--- src/rtl/fix_field_serializer.sv ---
// fix_field_serializer
// Takes whole FIX tag/value fields over a valid/ready handshake and streams
// "tag=value<SOH>" one byte per cycle under sink backpressure. It keeps a
// running mod-256 checksum of the body. On the last field it appends the
// "10=NNN<SOH>" trailer itself.
//
// Ports:
//   clk, rst                  clock, asynchronous active-high reset
//   field_valid_i/ready_o     field handshake (ready only in IDLE, not during abort)
//   tag_i, t_size_i           left-justified ASCII tag and its byte count
//   val_i, v_size_i           left-justified ASCII value and its byte count
//   last_i                    last body field; append the checksum trailer
//   abort_i                   abandon the current message
//   data_o/valid_o/ready_i    byte stream to the transport sink
//   sop_o, eop_o              first byte of message / final trailer SOH
//   checksum_o, byte_count_o  running body checksum and body byte count
//   size_err_o                one-cycle pulse when a field is dropped for bad size
//   msg_count_o               completed messages
//
// Build option: define FIX_MSG_COUNT_EN to count completed messages on
// msg_count_o. Without it, msg_count_o is tied to zero.
module fix_field_serializer #(
    parameter int unsigned TAG_BYTES     = 4,
    parameter int unsigned MAX_VAL_BYTES = 32,
    parameter int unsigned SIZE          = 6
) (
    input  logic                       clk,
    input  logic                       rst,
    input  logic                       field_valid_i,
    output logic                       field_ready_o,
    input  logic [8*TAG_BYTES-1:0]     tag_i,
    input  logic [SIZE-1:0]            t_size_i,
    input  logic [8*MAX_VAL_BYTES-1:0] val_i,
    input  logic [SIZE-1:0]            v_size_i,
    input  logic                       last_i,
    input  logic                       abort_i,
    output logic [7:0]                 data_o,
    output logic                       data_valid_o,
    input  logic                       data_ready_i,
    output logic                       sop_o,
    output logic                       eop_o,
    output logic [7:0]                 checksum_o,
    output logic [15:0]                byte_count_o,
    output logic                       size_err_o,
    output logic [15:0]                msg_count_o
);

    localparam int unsigned TAG_W = 8 * TAG_BYTES;
    localparam int unsigned VAL_W = 8 * MAX_VAL_BYTES;

    typedef enum logic [2:0] {
        S_IDLE, S_TAG, S_EQ, S_VAL, S_SOH, S_CK_TAG, S_CK_DIG, S_CK_SOH
    } state_t;

    state_t            r_state;
    logic [TAG_W-1:0]  r_tag;
    logic [VAL_W-1:0]  r_val;
    logic [SIZE-1:0]   r_cnt;
    logic [SIZE-1:0]   r_vsize;
    logic              r_last;
    logic              r_in_msg;
    logic [7:0]        r_data;
    logic              r_valid;
    logic              r_sop;
    logic              r_eop;
    logic [7:0]        r_cksum;
    logic [15:0]       r_bcount;
    logic              r_size_err;

    logic              w_bad_size;
    logic              w_xfer;
    logic              w_body;
    logic [7:0]        w_hund;
    logic [7:0]        w_rem;
    logic [7:0]        w_tens;
    logic [7:0]        w_ones;

    assign w_bad_size = (t_size_i == '0) || (32'(t_size_i) > TAG_BYTES) ||
                        (v_size_i == '0) || (32'(v_size_i) > MAX_VAL_BYTES);
    assign w_xfer     = r_valid && data_ready_i;
    assign w_body     = (r_state == S_TAG) || (r_state == S_EQ) ||
                        (r_state == S_VAL) || (r_state == S_SOH);

    // Decimal digits of the frozen checksum: compare-subtract for hundreds,
    // constant division for tens.
    always_comb begin
        w_hund = 8'd0;
        w_rem  = r_cksum;
        if (r_cksum >= 8'd200) begin
            w_hund = 8'd2;
            w_rem  = r_cksum - 8'd200;
        end else if (r_cksum >= 8'd100) begin
            w_hund = 8'd1;
            w_rem  = r_cksum - 8'd100;
        end
        w_tens = w_rem / 8'd10;
        w_ones = w_rem - 8'(w_tens * 8'd10);
    end

    assign field_ready_o = (r_state == S_IDLE) && !abort_i && !rst;

    // Field capture, byte sequencing, checksum and byte count.
    always_ff @(posedge clk or posedge rst) begin
        if (rst) begin
            r_state    <= S_IDLE;
            r_tag      <= '0;
            r_val      <= '0;
            r_cnt      <= '0;
            r_vsize    <= '0;
            r_last     <= 1'b0;
            r_in_msg   <= 1'b0;
            r_data     <= 8'd0;
            r_valid    <= 1'b0;
            r_sop      <= 1'b0;
            r_eop      <= 1'b0;
            r_cksum    <= 8'd0;
            r_bcount   <= 16'd0;
            r_size_err <= 1'b0;
        end else begin
            r_size_err <= 1'b0;
            if (abort_i) begin
                r_state  <= S_IDLE;
                r_valid  <= 1'b0;
                r_sop    <= 1'b0;
                r_eop    <= 1'b0;
                r_cksum  <= 8'd0;
                r_bcount <= 16'd0;
                r_in_msg <= 1'b0;
            end else if (r_state == S_IDLE) begin
                if (field_valid_i) begin
                    r_last <= last_i;
                    if (w_bad_size) begin
                        // Field dropped; a last flag still closes the message.
                        r_size_err <= 1'b1;
                        if (last_i) begin
                            r_state <= S_CK_TAG;
                            r_data  <= 8'h31;
                            r_cnt   <= SIZE'(2);
                            r_valid <= 1'b1;
                            r_sop   <= 1'b0;
                            if (!r_in_msg) begin
                                r_cksum  <= 8'd0;
                                r_bcount <= 16'd0;
                            end
                        end
                    end else begin
                        r_state  <= S_TAG;
                        r_data   <= tag_i[TAG_W-1 -: 8];
                        r_tag    <= tag_i << 8;
                        r_val    <= val_i;
                        r_cnt    <= t_size_i - SIZE'(1);
                        r_vsize  <= v_size_i;
                        r_valid  <= 1'b1;
                        r_sop    <= !r_in_msg;
                        r_in_msg <= 1'b1;
                        if (!r_in_msg) begin
                            r_cksum  <= 8'd0;
                            r_bcount <= 16'd0;
                        end
                    end
                end
            end else if (w_xfer) begin
                r_sop <= 1'b0;
                if (w_body) begin
                    r_cksum  <= r_cksum + r_data;
                    r_bcount <= r_bcount + 16'd1;
                end
                // r_cnt holds the number of bytes left in the current state.
                case (r_state)
                    S_TAG: begin
                        if (r_cnt != '0) begin
                            r_cnt  <= r_cnt - SIZE'(1);
                            r_data <= r_tag[TAG_W-1 -: 8];
                            r_tag  <= r_tag << 8;
                        end else begin
                            r_state <= S_EQ;
                            r_data  <= 8'h3D;
                        end
                    end
                    S_EQ: begin
                        r_state <= S_VAL;
                        r_data  <= r_val[VAL_W-1 -: 8];
                        r_val   <= r_val << 8;
                        r_cnt   <= r_vsize - SIZE'(1);
                    end
                    S_VAL: begin
                        if (r_cnt != '0) begin
                            r_cnt  <= r_cnt - SIZE'(1);
                            r_data <= r_val[VAL_W-1 -: 8];
                            r_val  <= r_val << 8;
                        end else begin
                            r_state <= S_SOH;
                            r_data  <= 8'h01;
                        end
                    end
                    S_SOH: begin
                        if (r_last) begin
                            r_state <= S_CK_TAG;
                            r_data  <= 8'h31;
                            r_cnt   <= SIZE'(2);
                        end else begin
                            r_state <= S_IDLE;
                            r_valid <= 1'b0;
                        end
                    end
                    S_CK_TAG: begin
                        if (r_cnt == SIZE'(2)) begin
                            r_data <= 8'h30;
                            r_cnt  <= SIZE'(1);
                        end else if (r_cnt == SIZE'(1)) begin
                            r_data <= 8'h3D;
                            r_cnt  <= SIZE'(0);
                        end else begin
                            r_state <= S_CK_DIG;
                            r_data  <= 8'h30 + w_hund;
                            r_cnt   <= SIZE'(2);
                        end
                    end
                    S_CK_DIG: begin
                        if (r_cnt == SIZE'(2)) begin
                            r_data <= 8'h30 + w_tens;
                            r_cnt  <= SIZE'(1);
                        end else if (r_cnt == SIZE'(1)) begin
                            r_data <= 8'h30 + w_ones;
                            r_cnt  <= SIZE'(0);
                        end else begin
                            r_state <= S_CK_SOH;
                            r_data  <= 8'h01;
                            r_eop   <= 1'b1;
                        end
                    end
                    S_CK_SOH: begin
                        r_state  <= S_IDLE;
                        r_valid  <= 1'b0;
                        r_eop    <= 1'b0;
                        r_in_msg <= 1'b0;
                    end
                    default: begin
                        r_state <= S_IDLE;
                        r_valid <= 1'b0;
                    end
                endcase
            end
        end
    end

`ifdef FIX_MSG_COUNT_EN
    logic [15:0] r_msg_cnt;

    // Counts eop transfers; an abort in the same cycle cancels the transfer.
    always_ff @(posedge clk or posedge rst) begin
        if (rst) begin
            r_msg_cnt <= 16'd0;
        end else if (!abort_i && w_xfer && r_eop) begin
            r_msg_cnt <= r_msg_cnt + 16'd1;
        end
    end

    assign msg_count_o = r_msg_cnt;
`else
    assign msg_count_o = 16'd0;
`endif

    assign data_o       = r_data;
    assign data_valid_o = r_valid;
    assign sop_o        = r_sop;
    assign eop_o        = r_eop;
    assign checksum_o   = r_cksum;
    assign byte_count_o = r_bcount;
    assign size_err_o   = r_size_err;

endmodule

--- config.mk ---
export PLATFORM = sky130hd
export DESIGN_NAME = fix_field_serializer
export DESIGN_NICKNAME = d
export VERILOG_FILES = /design/src/rtl/fix_field_serializer.sv
export SDC_FILE = /design/constraint.sdc
export NUM_CORES = 1
export LEC_CHECK = 0
export CAP_MARGIN = 0
export CORE_MARGIN = 5
export CORE_UTILIZATION = 48
export CTS_BUF_LIST = sky130_fd_sc_hd__clkbuf_4
export CTS_CLUSTER_DIAMETER = 100
export DETAILED_ROUTE_END_ITERATION = 16
export PLACE_DENSITY = 0.78
export REMOVE_ABC_BUFFERS = 1
export SLEW_MARGIN = 40
export SYNTH_ARGS = -nofsm -noshare
export SYNTH_HDL_FRONTEND = slang
export SYNTH_SLANG_ARGS = --single-unit
--- constraint.sdc ---
create_clock -name clk -period 11.1 [get_ports clk]
set_input_delay 1.665 -clock clk [delete_from_list [all_inputs] [get_ports clk]]
set_output_delay 1.665 -clock clk [all_outputs]
set_load 0.005 [all_outputs]
==> results of run 1 <==
## layout make-up
| type | instances | area [um^2] | area share |
|---|---|---|---|
| multi-input cells | 1321 | 8490 | 0.378 |
| well taps | 461 | 577 | 0.0256 |
| repair buffers | 360 | 3740 | 0.166 |
| inverters | 38 | 155 | 0.00690 |
| diodes | 8 | 20.0 | 0.000890 |
| clock inverters | 32 | 200 | 0.00890 |
| flip-flops and latches | 333 | 8340 | 0.371 |
| clock buffers | 130 | 976 | 0.0434 |
## power by group through the flow
| stage | Combinational [uW] | Clock [uW] | Sequential [uW] |
|---|---|---|---|
| after global routing | 2780 | 1230 | 1890 |
| final | 2510 | 1110 | 1840 |
| after detailed placement | 2500 | 0 | 1860 |
| after global placement | 2390 | 0 | 1840 |
| after CTS | 2520 | 1150 | 1840 |
| after floorplan | 2040 | 0 | 1790 |
## logic make-up (layout without fill, tap and decap cells)
group,Yosys count,after routing,synth area share
and+or+nand+nor,498,498,0.122
AOI/OAI and AO/OA,458,458,0.152
DFF,333,333,0.477
muxes,273,273,0.157
buffers and inverters,167,560,0.0424
adders and majority gates,41,41,0.0305
xor gates and xnor gates,35,35,0.0186
other,1,24,0.000215
## layout by cell type, fill, tap and decap left out, drive strengths merged, types with 6 or more instances in the layout
cell	count
a211oi	7
a21o	8
a21oi	41
a31oi	8
buf	17
clkbuf	131
clkdlybuf4s50	342
clkinv	29
conb	16
dfrtp	333
diode	8
ha	37
inv	39
mux2	8
mux2i	265
nand2	361
nand3	19
nand4	6
nor2	50
nor3	18
nor4	6
o211ai	9
o21ai	328
o22ai	7
o31ai	8
or3	9
xnor2	20
xor2	15
## synth_stat cells, types with 3 or more instances
master    count  area, um^2
o211ai_1      7        52.6
a21oi_1      40         200
mux2_2        8        90.1
xor2_1       14         123
dfrtp_1     333        8330
and2_1        4        25.0
ha_1         37         463
a222oi_1      3        30.0
a21o_1        7        52.6
inv_1        34         128
mux2i_1     265        2650
o31ai_1       8        60.1
nand2b_1      4        25.0
nor3_1       15        75.1
nor2b_1       3        18.8
nor2_1       47         176
o21ai_0     324        1620
nand4_1       5        31.3
nor3_2        3        30.0
xnor2_1      20         175
nor4_1        4        25.0
and3_1        5        31.3
o22ai_1       7        43.8
a211oi_1      5        37.5
buf_4        17         128
clkbuf_1     81         304
inv_2         3        11.3
a221oi_1      5        43.8
a31oi_1       7        43.8
o21a_1        4        30.0
buf_2        24         120
nand2_1     361        1360
fa_1          3        60.1
o21bai_1      5        37.5
buf_1         5        18.8
nand3_1      19        95.1
or3_1         9        56.3
## metal layers
metal	part of all wire	track usage	vias to the layer above	wire length, um
met3	0.091	0.0953	93	4120
met4	0.026	0.0774	22	1180
met5	0.0034	0	-	151
met1	0.40	0.264	6570	18100
li1	-	-	7021	-
met2	0.48	0.361	439	21500
## tightest hold or removal path: cells and delay by family (launching register included)
family           cells  cell delay [ns]
flip-flops           1             0.34
AO/OA/AOI/OAI        1             0.06
AND/OR/NAND/NOR      1             0.05
## registers in the layout, summed over array words and instances (netlist names)
name          count
byte_count_o     16
r_val           256
r_state           3
r_cnt             6
r_vsize           6
data_o            8
eop_o             1
checksum_o        8
r_tag            24
size_err_o        1
sop_o             1
r_in_msg          1
data_valid_o      1
r_last            1
## final timing paths
check                              start    endpoint  slack (ns)  cells past startpoint
max                        checksum_o[2]   data_o[7]        3.26                     36
min                           r_val[184]  r_val[184]        0.48                      2
max reg2reg                checksum_o[2]   data_o[7]        3.26                     36
min reg2reg                   r_val[184]  r_val[184]        0.48                      2
max in group asynchronous            rst    r_cnt[4]        8.75                      3
min in group asynchronous            rst   r_tag[26]        1.34                      2
## per-stage QoR
stage	util	power [uW]	hold slack, ns	setup TNS, ns
floorplan	-	3840	0.445	-8448.80
global placement	0.589	4230	0.460	0
detailed placement	0.595	4360	0.469	0
CTS	0.628	5510	0.482	0
global route	0.629	5900	0.498	0
finish	0.629	5460	0.476	0
==> results.yml, run 1 <==
worst_setup_path:
  worstSetupPathType: "flip-flop to flip-flop"
  cp_max_fo: 7
  cp_top_family: "compound AO/OA/AOI/OAI gates"
  end_kind: "flip-flop"
  critical_path_buf_inv_count: 6
  cp_data_required_time_ns: 11.69
  crit_path_start_kind: "flip-flop"
  crit_top_cell: "ha_1"
  cp_slowest_cell: "dfrtp_1"
  slowest_delay_ns: 0.46
  worstPathArrival_ns: 8.43
clock_tree:
  clk_latency_ns: 0.79
  cts_buffers: 93
  clkSlewWorstSetupHoldPaths_ns: 0.07
  ctsHoldBuffers: 0
  cts_setup_buffers: 0
  clockBufferDepth: 3
  cts.sinks: 333
  cts_tree: "yes"
  post_cts_resized: 0
  cts_root_buf: "clkbuf_4"
  htreeDepth: 3
layout:
  fin_area_um2: 22500
  final_nets: 2493
  drive_gt1_frac: 0.0967
  area_growth_pct: 28.8
  fillers: 3018
  fin_cells: 2683
timing:
  finalClockSkew_ns: 0.0762
  worst_pin_slew_ns: 0.765
  rsz0062_at_grt: "false"
  fin_crit_sh: 0.707
  fmax_mhz: 127
  hold_viol: 0
  worst_slack_ns: 3.26
  finalSetupViolCount: 0
  finalMaxSlewViolations: 0
  slew_headroom: 0.490
  period_needed_ns: 7.84
synth:
  syn_area_um2: 17500
  syn_inst: 1806
  yosysSeqAreaShare: 0.477
  syn_avg_cell_area_um2: 9.67
  synth_seq_cells: 333
  ys_warn_count: 0
  yosys_most_used_dff: "dfrtp_1"
  ys_async_sr_fraction: 1.00
  synth_cell_types: 86
  synth_edf_count: 0
pwr:
  p_clk_frac: 0.203
  p_seq_frac: 0.337
  p_leak_uw: 0.0102
  peakVddDrop_uv: 209
  p_int_uw: 3330
  p_per_area_nw_per_um2: 243
  comb_power_share: 0.460
  switchingPower_uw: 2140
  p_sw_frac: 0.391
global_routing:
  grtUsageTotal: 0.221
  grt-ovfl-total: 0
  grt_pass1_wl_mm: 73.7
  grt_start_max_net_pins: 260
  antenna_found_initial: 16
  grt_pass1_vias: 14400
route:
  wl_mm: 45.0
  wl_per_cell_um: 16.8
  routed-via-count: 14100
  drc: 0
  firstDrtPassIters: 5
  routed_via_density: 5.27
  drt_iter0_drc: 847
  antenna_left: 0
placed_design:
  hpwlAfterDp_mm: 32.5
  post-place-cells: 2511
  dpl_worst_slack_ns: 3.36
  finalWeightedCongestion: 0.892
  port_buffers: 342
  placed_cell_area_um2: 21300
floorplanning:
  core_area_um2: 35700
  die_w_um: 201
  num_io_pins: 359
  fp.dieH_um: 201
  dieArea_um2: 40300
  row_count: 69
  start_util: 0.489
job:
  cap_violations: 0
min_path:
  hold_path.class: "flip-flop to flip-flop"
status:
  status: "finished, final reports clean"
Power figures use the tool's default switching activity.
==> inputs of run 2 (changes only) <==
--- a/config.mk
+++ b/config.mk
@@ -7,11 +7,11 @@
 export LEC_CHECK = 0
 export CAP_MARGIN = 0
 export CORE_MARGIN = 5
-export CORE_UTILIZATION = 48
+export CORE_UTILIZATION = 54
 export CTS_BUF_LIST = sky130_fd_sc_hd__clkbuf_4
 export CTS_CLUSTER_DIAMETER = 100
 export DETAILED_ROUTE_END_ITERATION = 16
-export PLACE_DENSITY = 0.78
+export PLACE_DENSITY = 0.83
 export REMOVE_ABC_BUFFERS = 1
 export SLEW_MARGIN = 40
 export SYNTH_ARGS = -nofsm -noshare
==> constraint.sdc (replaced) <==
create_clock -name clk -period 8.05 [get_ports clk]
set_input_delay 1.2075 -clock clk [delete_from_list [all_inputs] [get_ports clk]]
set_output_delay 1.2075 -clock clk [all_outputs]
set_load 0.005 [all_outputs]
==> results.yml, run 2 (synthesized netlist as in run 1, its figures left out) <==
timing:
  worst_pin_slew_ns: 0.845
  finalMaxSlewViolations: 0
  period_needed_ns: 7.54
  fmax_mhz: 133
  hold_viol: 0
  finalSetupViolCount: 0
  slew_headroom: 0.437
  timing.hold.ws_ns: 0.476
  finalClockSkew_ns: 0.0502
  fin_crit_sh: 0.936
worst_setup_path:
  reg2reg_to: "data_o[7]"
  worstPathArrival_ns: 8.08
  r2r_start: "checksum_o[2]"
  critical_path_buf_inv_count: 6
  rrSetupSlack_ns: 0.51
  cp_top_family: "compound AO/OA/AOI/OAI gates"
  cp_slowest_cell: "dfrtp_1"
  slowest_delay_ns: 0.45
  cp_max_fo: 7
  cp_data_required_time_ns: 8.60
  worstSetupPathType: "flip-flop to flip-flop"
  end_kind: "flip-flop"
  crit_path_start_kind: "flip-flop"
  r2r_cells: 36
route:
  wl_per_cell_um: 17.5
  wl_mm: 45.8
  drc: 0
  routed-via-count: 14400
  antenna_left: 0
  drt_iter0_drc: 868
  firstDrtPassIters: 5
  routed_via_density: 5.50
layout:
  top_register: "r_val"
  final_nets: 2487
  fillers: 2358
  layout_common_cells: "nand2_1 (361), clkdlybuf4s50_1 (342), dfrtp_1 (330)"
  drive_gt1_frac: 0.0979
  final_common_cell: "nand2_1"
  fin_cells: 2613
  largest_reg_flops: 256
  area_growth_pct: 27.7
placed_design:
  post-place-cells: 2448
  hpwlAfterDp_mm: 32.6
  finalWeightedCongestion: 0.894
  port_buffers: 342
status:
  status: "finished, final reports clean"
global_routing:
  antenna_found_initial: 13
  grt_pass1_vias: 14800
  grt_pass1_wl_mm: 73.8
  grtUsageTotal: 0.251
  grt-ovfl-total: 0
  grt_start_max_net_pins: 263
clock_tree:
  clkSlewWorstSetupHoldPaths_ns: 0.07
  clockBufferDepth: 3
  cts_root_buf: "clkbuf_4"
  htreeDepth: 3
  clk_latency_ns: 0.71
  cts.sinks: 333
  cts_tree: "yes"
  cts_buffers: 90
  cts_setup_buffers: 0
  ctsHoldBuffers: 0
floorplanning:
  start_util: 0.551
  num_io_pins: 359
  fp.dieH_um: 190
  row_count: 65
  dieArea_um2: 36000
  core_area_um2: 31700
  die_w_um: 190
pwr:
  p_leak_uw: 0.0102
  p_per_area_nw_per_um2: 336
  peakVddDrop_uv: 313
  finalPower_uw: 7480
min_path:
  hp-start: "r_val[136]"
  whs_endpoint: "r_val[136]"
  holdPathStages: 2
  hold_path.class: "flip-flop to flip-flop"
job:
  cap_violations: 0
==> run 2: cell count changes in the layout (fill, tap and decap cells not counted), moves of 3 or more <==
cell      change
clkbuf_4      +4
diode_2       -3
clkinv_1      -6
inv_2         +3
==> run 2: metal layers <==
layer,vias up,part of all wire,track usage
met5,-,0.0024,0
met4,16,0.027,0.0896
met3,92,0.10,0.107
met2,483,0.48,0.413
met1,6765,0.39,0.295
li1,7020,-,-
==> run 2: report_power, final <==
group	internal (uW)	total [uW]	switching, uW
Clock	790	1500	709
Sequential	2170	2560	396
Combinational	1580	3420	1850
Total	4530	7480	2950
==> run 2: per-stage QoR <==
| step | util | instance area [um^2] | setup slack [ns] | TNS (ns) |
|---|---|---|---|---|
| after global routing | 0.703 | 22300 | -0.0116 | -0.0116 |
| after global placement | 0.662 | 21000 | 0.487 | 0 |
| after floorplan | - | 16900 | -30.70 | - |
| after CTS | 0.701 | 22200 | 0.318 | 0 |
| after detailed placement | 0.665 | 21100 | 0.320 | 0 |
| final | 0.703 | 22300 | 0.513 | 0 |
==> run 2: worst register-to-register path, delay by kind of cell, from the launching register on <==
family	cells	cell delay, ns
buffers and inverters	6	0.52
XOR/XNOR	2	0.31
adder cells (fa/ha/maj)	8	2.09
flip-flops	1	0.45
AND/OR/NAND/NOR	8	1.42
AO/OA/AOI/OAI	12	2.62
==> run 2: worst max-delay path by stage <==
stage / to / slack, ns / cells past startpoint / startpoint
2_1_floorplan: r_val[0] / -30.70 / 6 / r_state[0]
3_3_place_gp: data_o[7] / 0.49 / 36 / checksum_o[3]
3_5_place_dp: data_o[7] / 0.32 / 36 / checksum_o[3]
4_1_cts: data_o[7] / 0.32 / 36 / checksum_o[3]
5_1_grt: data_o[7] / -0.01 / 36 / checksum_o[2]
6_report: data_o[7] / 0.51 / 36 / checksum_o[2]
==> run 2: cell type report <==
type,count,area [um^2],area share
antenna,5,12.5,0.000561
clock buffer,134,1010,0.0451
clock inverter,23,121,0.00544
inverter,38,155,0.00696
multi-input combinational,1321,8500,0.381
sequential,333,8340,0.374
tap,402,503,0.0226
timing repair buffer,357,3670,0.164
==> run 2: timing repair <==
| action | 4_1_cts | 5_1_grt |
|---|---|---|
| resized for setup | 0 | 4 |
| endpoints found under the hold margin | 0 | 0 |
| setup endpoints to repair | 0 | 3 |
==> inputs of run 3 (changes only) <==
--- a/config.mk
+++ b/config.mk
@@ -5,6 +5,7 @@
 export SDC_FILE = /design/constraint.sdc
 export NUM_CORES = 1
 export LEC_CHECK = 0
+export ABC_CLOCK_PERIOD_IN_PS = 8050
 export CAP_MARGIN = 0
 export CORE_MARGIN = 5
 export CORE_UTILIZATION = 54
==> results of run 3 <==
Same layout as run 2: the final DEF is identical, and so are final timing and power.
